===== src/rtl/proc_pkg.sv =====
// Shared definitions for the two-stage processor: default widths, the NOP word
// and the fetch-stage state encoding.
package proc_pkg;

    localparam int          DBITS_DEF   = 32;
    localparam int          IMEM_AW_DEF = 8;
    localparam logic [31:0] NOP_WORD    = 32'h0000_0000;

    typedef enum logic [1:0] {
        BOOT = 2'd0,
        RUN  = 2'd1,
        HALT = 2'd2
    } fetch_state_e;

endpackage


===== src/rtl/ifex_reg.sv =====
// IF/EX pipeline register with hold and squash controls.
// load=1 captures the fetch PC fields; squash=1 forces a NOP bubble in place of the instruction.
module ifex_reg
    import proc_pkg::*;
#(
    parameter int          DBITS = DBITS_DEF,
    parameter logic [31:0] NOP   = NOP_WORD
) (
    input  logic             clk,
    input  logic             reset,
    input  logic             load,
    input  logic             squash,
    input  logic [31:0]      next_inst,
    input  logic [DBITS-1:0] next_pc,
    output logic [31:0]      inst,
    output logic [DBITS-1:0] pc,
    output logic [DBITS-1:0] pcplus4,
    output logic             valid
);

    always_ff @(posedge clk or negedge reset) begin
        if (!reset) begin
            inst    <= NOP;
            pc      <= '0;
            pcplus4 <= '0;
            valid   <= 1'b0;
        end else begin
            if (load) begin
                pc      <= next_pc;
                pcplus4 <= next_pc + DBITS'(4);
            end
            // A squash wins over a load so redirects still record the squashed slot's PC.
            if (squash) begin
                inst  <= NOP;
                valid <= 1'b0;
            end else if (load) begin
                inst  <= next_inst;
                valid <= 1'b1;
            end
        end
    end

endmodule


===== src/rtl/fetch_stage.sv =====
// Instruction-fetch stage: owns the PC, addresses instruction memory and feeds the
// IF/EX register. Handles PLL-lock boot, stall, redirect with squash and halt.
module fetch_stage
    import proc_pkg::*;
#(
    parameter int               DBITS    = DBITS_DEF,
    parameter int               IMEM_AW  = IMEM_AW_DEF,
    parameter logic [DBITS-1:0] START_PC = '0,
    parameter logic [31:0]      NOP      = NOP_WORD
) (
    input  logic               clk,
    input  logic               reset,
    input  logic               pll_locked,
    input  logic               stall,
    input  logic               redirect,
    input  logic [DBITS-1:0]   redirect_pc,
    input  logic               halt,
    output logic [IMEM_AW-1:0] imem_addr,
    input  logic [31:0]        imem_data,
    output logic [DBITS-1:0]   pc_out,
    output logic [31:0]        ifex_inst,
    output logic [DBITS-1:0]   ifex_pc,
    output logic [DBITS-1:0]   ifex_pcplus4,
    output logic               ifex_valid,
    output logic               align_err,
    output logic               halted,
    output fetch_state_e       state
);

    logic [DBITS-1:0] pc_q;
    logic             run;
    logic             do_halt;
    logic             do_redirect;
    logic             do_fetch;
    logic             reg_load;
    logic             reg_squash;

    assign pc_out    = pc_q;
    assign imem_addr = pc_q[IMEM_AW+1:2];

    // Per-edge priority in RUN: halt > redirect > stall > normal fetch.
    always_comb begin
        run         = (state == RUN);
        do_halt     = run && halt;
        do_redirect = run && !halt && redirect;
        do_fetch    = run && !halt && !redirect && !stall;
        reg_load    = do_redirect || do_fetch;
        reg_squash  = do_halt || do_redirect;
    end

    always_ff @(posedge clk or negedge reset) begin
        if (!reset) begin
            state     <= BOOT;
            pc_q      <= START_PC;
            align_err <= 1'b0;
            halted    <= 1'b0;
        end else begin
            case (state)
                BOOT: begin
                    if (pll_locked) state <= RUN;
                end
                RUN: begin
                    if (halt) begin
                        state  <= HALT;
                        halted <= 1'b1;
                    end else if (redirect) begin
                        pc_q <= {redirect_pc[DBITS-1:2], 2'b00};
                        if (redirect_pc[1:0] != 2'b00) align_err <= 1'b1;
                    end else if (!stall) begin
                        pc_q <= pc_q + DBITS'(4);
                    end
                end
                HALT: begin
                    // Only reset leaves HALT.
                end
                default: state <= BOOT;
            endcase
        end
    end

    ifex_reg #(
        .DBITS (DBITS),
        .NOP   (NOP)
    ) u_ifex_reg (
        .clk       (clk),
        .reset     (reset),
        .load      (reg_load),
        .squash    (reg_squash),
        .next_inst (imem_data),
        .next_pc   (pc_q),
        .inst      (ifex_inst),
        .pc        (ifex_pc),
        .pcplus4   (ifex_pcplus4),
        .valid     (ifex_valid)
    );

endmodule

===== config.mk =====
export PLATFORM = sky130hd
export DESIGN_NAME = fetch_stage
export DESIGN_NICKNAME = d
export VERILOG_FILES = /design/src/rtl/proc_pkg.sv /design/src/rtl/ifex_reg.sv /design/src/rtl/fetch_stage.sv
export SDC_FILE = /design/constraint.sdc
export NUM_CORES = 1
export LEC_CHECK = 0
export CORE_ASPECT_RATIO = 1.75
export CORE_MARGIN = 4
export CORE_UTILIZATION = 49
export DETAILED_ROUTE_END_ITERATION = 7
export DONT_BUFFER_PORTS = 1
export PLACE_DENSITY = 0.76
export SYNTH_ARGS = -nofsm -noshare
export SYNTH_HDL_FRONTEND = slang
export SYNTH_SLANG_ARGS = --single-unit

===== constraint.sdc =====
create_clock -name clk -period 4.9 [get_ports clk]
set_clock_uncertainty 0.05 [all_clocks]
set_input_delay 0.98 -clock clk [delete_from_list [all_inputs] [get_ports clk]]
set_output_delay 0.98 -clock clk [all_outputs]
set_load 0.005 [all_outputs]

==> report_table.html <==
<table>
<tr><th>Metric</th><th>Value</th></tr>
<tr><th colspan="2">Clocking</th></tr>
<tr><td>Number of sinks driven by the clock tree</td><td>between 100 and 150</td></tr>
<tr><td>Inserted Clock Buffers</td><td>17</td></tr>
<tr><td>Largest buffer count on any clock path</td><td>2</td></tr>
<tr><td>Reg clk slew, reported paths</td><td>around 0.06 ns</td></tr>
<tr><td>CTS tree</td><td>done</td></tr>
<tr><td>Root buffer cell</td><td>clkbuf_16</td></tr>
<tr><td>Later-pin clock latency in the skew report</td><td>between 0.4 and 0.5 ns</td></tr>
<tr><td>H-tree levels</td><td>4</td></tr>
<tr><td>Count of hold-fix buffers inserted at cts</td><td>0</td></tr>
<tr><td>Post-CTS Setup Inserts</td><td>0</td></tr>
<tr><td>Post-CTS sizing</td><td>0</td></tr>
<tr><th colspan="2">Status</th></tr>
<tr><td>Status</td><td>completed</td></tr>
<tr><th colspan="2">Die</th></tr>
<tr><td>Core ar.</td><td>12,140 um^2</td></tr>
<tr><td>Horizontal die dimension</td><td>between 90 and 100 um</td></tr>
<tr><td>Number of cell rows</td><td>between 50 and 60</td></tr>
<tr><td>Starting utilization of the core area</td><td>about half</td></tr>
<tr><td>Die Area</td><td>~14,000 um^2</td></tr>
<tr><td>Overall die height</td><td>between 150 and 200 um</td></tr>
<tr><td>Top-level I/O count</td><td>about 210</td></tr>
<tr><th colspan="2">Pwr</th></tr>
<tr><td>Clock network fraction of total power</td><td>between 30% and 40%</td></tr>
<tr><td>Lkg Pwr</td><td>approximately 2.9 nW</td></tr>
<tr><td>Power dissipated by switching net loads</td><td>around 1.5 mW</td></tr>
<tr><td>Combinational share of power</td><td>around a fifth</td></tr>
<tr><td>Total internal power</td><td>2.643 mW</td></tr>
<tr><td>Maximum vdd ir drop</td><td>between 0.3 and 0.4 mV</td></tr>
<tr><td>Register share of total power</td><td>about half</td></tr>
<tr><td>Total power density per cell area</td><td>between 600 and 700 nW/um^2</td></tr>
<tr><td>Net switching share of the total power</td><td>a little over a third</td></tr>
<tr><th colspan="2">Yosys</th></tr>
<tr><td>Simple-gate area share of the yosys netlist</td><td>between 20% and 30%</td></tr>
<tr><td>Flip-flop and latch count after synthesis</td><td>between 100 and 150</td></tr>
<tr><td>Dominant combinational cell family by area after synthesis</td><td>simple AND/OR/NAND/NOR gates</td></tr>
<tr><td>Predominant post-synthesis flop cell</td><td>dfrtp_1</td></tr>
<tr><td>Per-instance average area after synthesis</td><td>around 9.5 um^2</td></tr>
<tr><td>Total standard cell area after synthesis</td><td>~6100 um^2</td></tr>
<tr><td>Gate Count Post-Synth</td><td>649</td></tr>
<tr><td>Share of synthesized flip-flops with an asynchronous set or reset</td><td>100.0%</td></tr>
<tr><td>Unique cell type count in the Yosys netlist</td><td>55</td></tr>
<tr><td>Sequential-to-total area share from yosys stat</td><td>~52%</td></tr>
<tr><td>Post-synthesis compound-gate area fraction</td><td>17.48%</td></tr>
<tr><td>Number of flops mapped to enable cells by yosys</td><td>0</td></tr>
<tr><td>Xor/xnor cell area share of the yosys netlist</td><td>under 10%</td></tr>
<tr><td>Number of warnings issued by yosys</td><td>0</td></tr>
<tr><td>Adder and majority cell fraction of the synthesized area</td><td>less than 1%</td></tr>
<tr><td>Multiplexer fraction of the synthesized cell area</td><td>less than 1%</td></tr>
<tr><th colspan="2">GRT</th></tr>
<tr><td>Number of antenna violations at the first check in global routing</td><td>2</td></tr>
<tr><td>Global-route usage over all layers</td><td>between 20% and 30%</td></tr>
<tr><td>Pin count of the biggest net entering global routing</td><td>128</td></tr>
<tr><td>Wire length of the first global-routing pass</td><td>between 20 and 30 mm</td></tr>
<tr><td>Residual overflow from global routing</td><td>0</td></tr>
<tr><td>Number of global-route vias before repair</td><td>about 5k</td></tr>
<tr><th colspan="2">Drt</th></tr>
<tr><td>Antenna Nets Post-Route</td><td>0</td></tr>
<tr><td>First-pass DRT Iterations</td><td>5</td></tr>
<tr><td>Via total after detailed routing</td><td>around 4.9k</td></tr>
<tr><td>Routed length per placed instance</td><td>22.72 um</td></tr>
<tr><td>DRC violation count after routing</td><td>0</td></tr>
<tr><td>Detailed Route WL</td><td>17.77 mm</td></tr>
<tr><td>Violation count after the first detailed-routing iteration</td><td>roughly 310</td></tr>
<tr><td>Post-detailed-route via-to-cell ratio</td><td>6.211</td></tr>
<tr><th colspan="2">STA</th></tr>
<tr><td>Final critical-path share of the clock period</td><td>between 50% and 60%</td></tr>
<tr><td>Setup Viol. Count Final</td><td>0</td></tr>
<tr><td>RSZ-0062 raised after global routing</td><td>false</td></tr>
<tr><td>Setup total negative slack</td><td>0 ns</td></tr>
<tr><td>Shortest clock period the worst path allows after layout</td><td>2.895 ns</td></tr>
<tr><td>Fin. Hold Viols</td><td>0</td></tr>
<tr><td>Actual transition at the worst max-transition pin</td><td>~1.2 ns</td></tr>
<tr><td>Normalized max-slew margin</td><td>around 18%</td></tr>
<tr><td>Hold_ws</td><td>0.2137 ns</td></tr>
<tr><td>Top achievable clock speed</td><td>345.5 MHz</td></tr>
<tr><td>Max Transition Viols Final</td><td>0</td></tr>
<tr><th colspan="2">Worst setup path</th></tr>
<tr><td>Reg2reg setup slack</td><td>approximately 2.0 ns</td></tr>
<tr><td>Startpoint of the lowest-slack register-to-register path</td><td>pc_out[2]</td></tr>
<tr><td>Arrival time at the worst endpoint</td><td>~3.1 ns</td></tr>
<tr><td>Maximum fanout along the worst path</td><td>10</td></tr>
<tr><td>Classification of the worst setup path</td><td>reg2reg</td></tr>
<tr><td>CP Capture Type</td><td>flip-flop</td></tr>
<tr><td>Depth of the worst register-to-register path</td><td>5</td></tr>
<tr><td>Crit start category</td><td>flip-flop</td></tr>
<tr><td>FF-to-FF End</td><td>pc_out[18]</td></tr>
<tr><td>Required time worst endpoint</td><td>about 5 ns</td></tr>
<tr><th colspan="2">Final layout</th></tr>
<tr><td>Area Overhead vs Synth</td><td>8.659%</td></tr>
<tr><td>Nets</td><td>approximately 670</td></tr>
<tr><td>Post-route insts no fill</td><td>a little under 800</td></tr>
<tr><td>Layout cell share with drive strength beyond 1</td><td>just under 7%</td></tr>
<tr><th colspan="2">Job</th></tr>
<tr><td>Max_cap viols</td><td>0</td></tr>
<tr><th colspan="2">Placed design</th></tr>
<tr><td>DP Wirelength</td><td>approximately 12 mm</td></tr>
<tr><td>Weighted congestion reported at the end of routability-driven placement</td><td>0.8881</td></tr>
<tr><td>Count of buffers inserted at the top-level ports</td><td>0</td></tr>
<tr><td>Instance count after placement with tap cells included</td><td>approximately 750</td></tr>
<tr><th colspan="2">Hold path</th></tr>
<tr><td>Worst min path class</td><td>in2async</td></tr>
</table>
[synth_stat cells, types with 3 or more instances]
cell type  instances  area share, %
dfrtp_1          127             52
a21o_1             4           0.49
a22oi_1            5           0.61
or4_1              4           0.49
inv_1              9           0.55
nand2_1          109            6.7
clkbuf_1          34            2.1
o21ai_0           46            3.7
nand3_1           23            1.9
a211o_1            3           0.43
o311ai_0           3           0.43
or3_1              5           0.51
nor4_1            10            1.0
xnor2_1           11            1.6
a21oi_1           21            1.7
and4_1             7            1.0
and2_1             3           0.31
a31oi_1           12            1.2
nand4_1           26            2.6
a22o_1            34            4.8
xor2_1             3           0.43
nor2_1            35            2.1
buf_1              4           0.24
and3_1            18            1.8
nor3_1             5           0.41
buf_6              3           0.55
buf_2             19            1.5
o31ai_1            4           0.49
o2bb2ai_1          7            1.0
o211ai_1          11            1.3
buf_4             14            1.7
mux2i_1            4           0.65
[placed cells by master, fill, tap and decap left out, types with 4 or more instances in the layout]
cell type  count
a31oi_1       12
a21oi_1       20
conb_1         6
inv_1          9
clkinv_2       4
nand3_1       23
nand2_1      109
clkbuf_16     17
nor2_1        35
nor3_1         5
or3_1          5
nor4_1         9
o211ai_1      11
xnor2_1       11
and4_1         7
dfrtp_1      127
o31ai_1        4
nand4_1       26
and3_1        18
or4_1          4
a22oi_1        5
a22o_1        34
o21ai_0       46
o2bb2ai_1      7
mux2i_1        4
[metal layers]
layer / part of all wire (%) / GRT usage [%] / vias up
li1: - / - / 2219
met1: 35 / 26.57 / 2360
met2: 53 / 43.49 / 235
met3: 9.5 / 8.639 / 43
met4: 3.3 / 11.53 / 0
met5: 0 / 0 / -
[per-stage QoR]
stage	cell area (um^2)	power [mW]	worst slack, ns	util, %
3_3_place_gp	6058	2.846	1.771	49.92
3_5_place_dp	6058	2.899	1.721	49.92
2_1_floorplan	6160	2.639	2.357	-
6_report	6673	4.172	2.005	54.99
4_1_cts	6668	4.202	2.025	54.94
5_1_grt	6673	4.432	1.745	54.99
[power by group through the flow]
stage                     sequential, mW  combinational [mW]  clock (mW)
after floorplan                     1.73               0.910           0
after global placement              2.04               0.803           0
after detailed placement            2.06               0.842           0
after CTS                           2.04               0.853        1.31
after global routing                2.10               0.977        1.36
final                               2.03               0.850        1.29
[final cells by class]
cell class              count  area (um^2)
repair buffers              4        42.54
clock buffers              22        474.2
well taps                 165        206.4
fillers                  1062         5463
inverters                  10        37.54
diodes                      2        5.005
clock inverters            10        135.1
flip-flops and latches    127         3178
multi-input cells         442         2594
[state kept, by name (all words and copies together) (netlist names)]
signal / count
align_err: 1
halted: 1
pc_out: 30
state: 2
u_ifex_reg.inst: 32
u_ifex_reg.pc: 30
u_ifex_reg.pcplus4: 30
u_ifex_reg.valid: 1
[critical path, cell delays in order (launching register included)]
cell	delay, ns
dfrtp_1	0.54
ha_1	0.39
nand4_4	0.21
nor4_2	1.07
o21ai_0	0.21
a22o_1	0.29
[how the worst max path moves through the flow]
stage,slack [ns],cells after the start,start,end
after floorplan,2.36,8,halt,u_ifex_reg.inst[0]
after global placement,1.77,5,redirect,pc_out[25]
after detailed placement,1.72,5,redirect,pc_out[25]
after CTS,2.02,5,pc_out[2],pc_out[18]
after global routing,1.75,5,pc_out[2],pc_out[18]
final,2.01,5,pc_out[2],pc_out[18]
[kinds of logic after synthesis]
| group | count (synthesis) |
|---|---|
| and+or+nand+nor | 258 |
| AOI/OAI and AO/OA | 159 |
| DFF | 127 |
| buffers and inverters | 85 |
| xor gates and xnor gates | 14 |
| muxes | 4 |
| adders and majority gates | 1 |
| other | 1 |
(Power assumes the default switching activity.)
